===== src/rtl/alu_rr_sequencer.sv =====
// Two-requester round-robin sequencer for one shared combinational 4-bit ALU.
// Each accepted op runs IDLE -> EXEC (ALU settle) -> RESP (held until consumed).
module alu_rr_sequencer #(
  parameter int CNT_W = 8
) (
  input  logic             clk,
  input  logic             rst_n,
  input  logic             req0_valid,
  output logic             req0_ready,
  input  logic [3:0]       req0_a,
  input  logic [3:0]       req0_b,
  input  logic [3:0]       req0_s,
  input  logic             req1_valid,
  output logic             req1_ready,
  input  logic [3:0]       req1_a,
  input  logic [3:0]       req1_b,
  input  logic [3:0]       req1_s,
  output logic [3:0]       alu_a,
  output logic [3:0]       alu_b,
  output logic [3:0]       alu_s,
  input  logic [5:0]       alu_y,
  output logic             rsp_valid,
  input  logic             rsp_ready,
  output logic [5:0]       rsp_y,
  output logic             rsp_id,
  output logic             busy,
  output logic [CNT_W-1:0] done0_cnt,
  output logic [CNT_W-1:0] done1_cnt,
  output logic [1:0]       fsm_state
);

  localparam logic [1:0] IDLE = 2'd0;
  localparam logic [1:0] EXEC = 2'd1;
  localparam logic [1:0] RESP = 2'd2;

  // Handshakes: a transfer happens on a rising edge where valid and ready are
  // both high. reqN_ready is only ever high in IDLE; rsp_valid only in RESP.
  // Requesters hold a/b/s stable while valid is high and not yet accepted.

  logic [1:0] state;
  logic       last_grant;
  logic       op_id;
  logic       grant0;
  logic       grant1;
  logic       accept;
  logic       rsp_fire;

  // On a tie, the requester that did not complete last wins.
  always_comb begin
    grant0     = req0_valid & (~req1_valid | last_grant);
    grant1     = req1_valid & (~req0_valid | ~last_grant);
    req0_ready = (state == IDLE) & grant0;
    req1_ready = (state == IDLE) & grant1;
    accept     = req0_ready | req1_ready;
    rsp_fire   = (state == RESP) & rsp_valid & rsp_ready;
    busy       = (state != IDLE);
    fsm_state  = state;
  end

  always_ff @(posedge clk or negedge rst_n) begin
    if (!rst_n) begin
      state      <= IDLE;
      last_grant <= 1'b1;
      op_id      <= 1'b0;
      alu_a      <= 4'd0;
      alu_b      <= 4'd0;
      alu_s      <= 4'd0;
      rsp_valid  <= 1'b0;
      rsp_y      <= 6'd0;
      rsp_id     <= 1'b0;
      done0_cnt  <= '0;
      done1_cnt  <= '0;
    end else begin
      case (state)
        IDLE: begin
          if (accept) begin
            op_id <= req1_ready;
            alu_a <= req1_ready ? req1_a : req0_a;
            alu_b <= req1_ready ? req1_b : req0_b;
            alu_s <= req1_ready ? req1_s : req0_s;
            state <= EXEC;
          end
        end
        EXEC: begin
          rsp_y     <= alu_y;
          rsp_id    <= op_id;
          rsp_valid <= 1'b1;
          state     <= RESP;
        end
        RESP: begin
          // alu_* are left untouched here so the ALU inputs stay stable under backpressure.
          if (rsp_fire) begin
            rsp_valid  <= 1'b0;
            last_grant <= rsp_id;
            if (rsp_id) done1_cnt <= done1_cnt + CNT_W'(1);
            else        done0_cnt <= done0_cnt + CNT_W'(1);
            state      <= IDLE;
          end
        end
        default: state <= IDLE;
      endcase
    end
  end

endmodule


===== config.mk =====
export PLATFORM = sky130hd
export DESIGN_NAME = alu_rr_sequencer
export DESIGN_NICKNAME = d
export VERILOG_FILES = /design/src/rtl/alu_rr_sequencer.sv
export SDC_FILE = /design/constraint.sdc
export NUM_CORES = 1
export LEC_CHECK = 0
export ABC_AREA = 1
export CAP_MARGIN = 20
export CORE_MARGIN = 4
export CORE_UTILIZATION = 48
export DETAILED_ROUTE_END_ITERATION = 10
export PLACE_DENSITY = 0.85
export REMOVE_ABC_BUFFERS = 1
export SETUP_SLACK_MARGIN = 0.3
export SLEW_MARGIN = 20
export SYNTH_ARGS = -nofsm -noshare
export SYNTH_HDL_FRONTEND = slang
export SYNTH_SLANG_ARGS = --single-unit
export TNS_END_PERCENT = 5

===== constraint.sdc =====
create_clock -name clk -period 2.6 [get_ports clk]
set_clock_uncertainty 0.05 [all_clocks]
set_input_delay 0.52 -clock clk [delete_from_list [all_inputs] [get_ports clk]]
set_output_delay 0.52 -clock clk [all_outputs]
set_load 0.02 [all_outputs]

==> results.py <==
metrics = {
    "global_route": {
        "grt_pass1_vias": 1973,
        "grt.overflow.total": 0,
        "grt_pass1_wl_mm": 8.49,
        "track_usage": 0.197,
        "antenna_found_initial": 0,
        "grt_max_degree": 41,
    },
    "finish": {
        "final_cell_mix": "nand2_1 (103), clkdlybuf4s50_1 (72), inv_1 (49), dfrtp_1 (39), nand3_1 (17)",
        "fillers": 372,
        "antenna_cells": 0,
        "multi_input_area_um2": 891,
        "final-instance-count-excl-fill": 407,
        "seqCellArea_um2": 1000,
        "area_growth_pct": 40.4,
        "drive_above_1_share": 0.0901,
        "fin_nets": 391,
        "final_common_cell": "nand2_1",
    },
    "die": {
        "coreArea_um2": 4350,
        "rows": 24,
        "initial_core_util": 0.494,
        "die_y_um": 74.9,
        "die_w_um": 74.9,
        "dieArea_um2": 5620,
        "ioPinCount": 76,
    },
    "critical_path": {
        "path_buf_inv": 3,
        "cp-start-kind": "flip-flop",
        "crit_chain": "nor2_4 -> buf_4 -> inv_1 -> clkdlybuf4s50_1",
        "cpLargestDelayFamily": "buffers and inverters",
        "max_stage_delay_ps": 530,
        "arrival_ps": 1760,
        "crit_path_end_kind": "output pin",
        "critPathKind": "flip-flop to output pin",
        "worstPathMaxFanout": 9,
        "worst_path_max_delay_cell": "clkdlybuf4s50_1",
        "required_ps": 2030,
    },
    "clocking": {
        "clockRootBuffer": "clkbuf_8",
        "clock_sinks": 40,
        "numCtsBuffers": 5,
        "cts_max_level": 2,
        "clk_pin_slew_ps": 70,
        "clock_latency_ps": 290,
        "cts_buffer_depth": 2,
        "cts_tree": "yes",
    },
    "sta": {
        "finalCritPeriodShare": 0.896,
        "slew_headroom": 0.412,
        "setup_violations": 0,
        "rsz0062_at_grt": "true",
        "period_needed_ps": 2330,
        "slew_viol_final": 0,
        "setup_tns_ps": 0,
        "hold_viol_final": 0,
        "fmax_ghz": 0.429,
        "worstMarginPinSlew_ps": 882,
    },
    "route": {
        "wl_per_cell_um": 12.4,
        "viasPerCell": 4.89,
        "ant_nets": 0,
        "post-route-drc-count": 0,
        "vias": 1992,
        "dr.pass1.iters": 4,
        "wirelength_mm": 5.04,
        "drt-initial-drc-count": 73,
    },
    "yosys": {
        "yosysWarningCount": 0,
        "avgSynthCellArea_um2": 7.79,
        "syn_inst": 276,
        "syn_area_um2": 2150,
        "synthArstFlopShare": 1.00,
        "synth_cell_type_count": 25,
        "synth_seq_area_share": 0.466,
        "synth_ff_type": "dfrtp_1",
        "ys_ff_latch": 40,
        "synth_edf_count": 0,
    },
    "outcome": {
        "status": "finished clean",
    },
    "pwr": {
        "ir_drop_uv": 610,
        "powerDensity_nw_per_um2": 1040,
        "p_leak_nw": 1.53,
    },
    "worst_hold_path": {
        "hold_path.class": "input pin to async pin",
    },
    "placement": {
        "portBuffers": 75,
        "hpwlAfterDp_mm": 3.85,
        "place_inst": 399,
        "gp_congestion": 0.815,
    },
    "flow_run": {
        "drv_cap": 0,
    },
}
==> cell families after synthesis <==
kind of cell               share of synthesized area
AOI/OAI and AO/OA                             0.0506
xor gates and xnor gates                      0.0163
adders and majority gates                     0.0116
buffers and inverters                          0.120
DFF                                            0.466
and+or+nand+nor                                0.336
==> worst reg2reg max path, delay by kind of cell (launching register included) <==
| family | cells | cell delay [ps] |
|---|---|---|
| and+or+nand+nor | 5 | 650 |
| buffers and inverters | 2 | 340 |
| DFF | 1 | 440 |
==> per-layer routing <==
layer / part of all wire / vias to the layer above / track usage
li1: - / 1003 / -
met1: 0.42 / 908 / 0.230
met2: 0.48 / 73 / 0.338
met3: 0.080 / 8 / 0.0521
met4: 0.016 / 0 / 0.0889
met5: 0 / - / 0
==> registers in the layout, summed over array words and instances (netlist names) <==
name        flops
alu_s           4
op_id           1
rsp_valid       1
fsm_state       2
rsp_y           6
alu_b           4
done0_cnt       8
rsp_id          1
done1_cnt       8
last_grant      1
alu_a           4
==> path summary, 6_finish.rpt <==
kind | from | end | slack (ps) | depth (start not counted)
worst max-delay path | fsm_state[1]$_DFFE_PN0P_ | busy | 270 | 4
worst min-delay path | rst_n | done0_cnt[0]$_DFFE_PN0P_ | 300 | 1
worst max register to register | fsm_state[1]$_DFFE_PN0P_ | alu_s[1]$_DFFE_PN0P_ | 1000 | 7
worst min register to register | rsp_y[2]$_DFFE_PN0P_ | rsp_y[2]$_DFFE_PN0P_ | 430 | 2
max in group asynchronous | rst_n | done0_cnt[3]$_DFFE_PN0P_ | 1650 | 1
min in group clk | rsp_y[2]$_DFFE_PN0P_ | rsp_y[2]$_DFFE_PN0P_ | 430 | 2
==> what timing repair did <==
item,in CTS,in global routing
setup buffers,0,0
gates resized for setup,1,1
hold buffers,0,0
endpoints found under the setup margin,3,2
==> layout make-up <==
class                           instances  area share
Clock buffer                            8      0.0298
Sequential cell                        40       0.332
Inverter                               50      0.0621
Tap cell                               52      0.0215
Multi-Input combinational cell        177       0.295
Timing Repair Buffer                   80       0.260
==> stage by stage <==
| stage | area (um^2) | hold slack (ps) | util | power [mW] | setup slack (ps) |
|---|---|---|---|---|---|
| after floorplan | 2080 | 174 | - | 1.96 | 848 |
| after global placement | 2930 | 412 | 0.673 | 2.69 | 115 |
| after detailed placement | 2930 | 416 | 0.673 | 2.74 | 105 |
| after CTS | 3020 | 323 | 0.693 | 3.17 | 154 |
| after global routing | 3020 | 376 | 0.694 | 3.36 | 191 |
| final | 3020 | 298 | 0.694 | 3.13 | 269 |
==> cells in the mapped netlist, types with 2 or more instances <==
| cell | n | area, um^2 |
|---|---|---|
| buf_2 | 5 | 25.0 |
| buf_6 | 4 | 45.0 |
| dfrtp_1 | 39 | 976 |
| ha_1 | 2 | 25.0 |
| inv_1 | 49 | 184 |
| nand2_1 | 103 | 387 |
| nand2_2 | 2 | 12.5 |
| nand3_1 | 17 | 85.1 |
| nand3b_1 | 4 | 30.0 |
| nand4_1 | 14 | 87.6 |
| nor2_1 | 8 | 30.0 |
| nor2_4 | 2 | 22.5 |
| o21ai_0 | 5 | 25.0 |
| o21ai_2 | 9 | 78.8 |
| xnor2_1 | 2 | 17.5 |
| xor2_1 | 2 | 17.5 |
==> power by group <==
part | internal (mW) | switching [mW] | total (mW)
sequential | 0.869 | 0.191 | 1.06
combinational | 0.710 | 0.935 | 1.65
clock | 0.217 | 0.207 | 0.424
(Power assumes the default switching activity.)
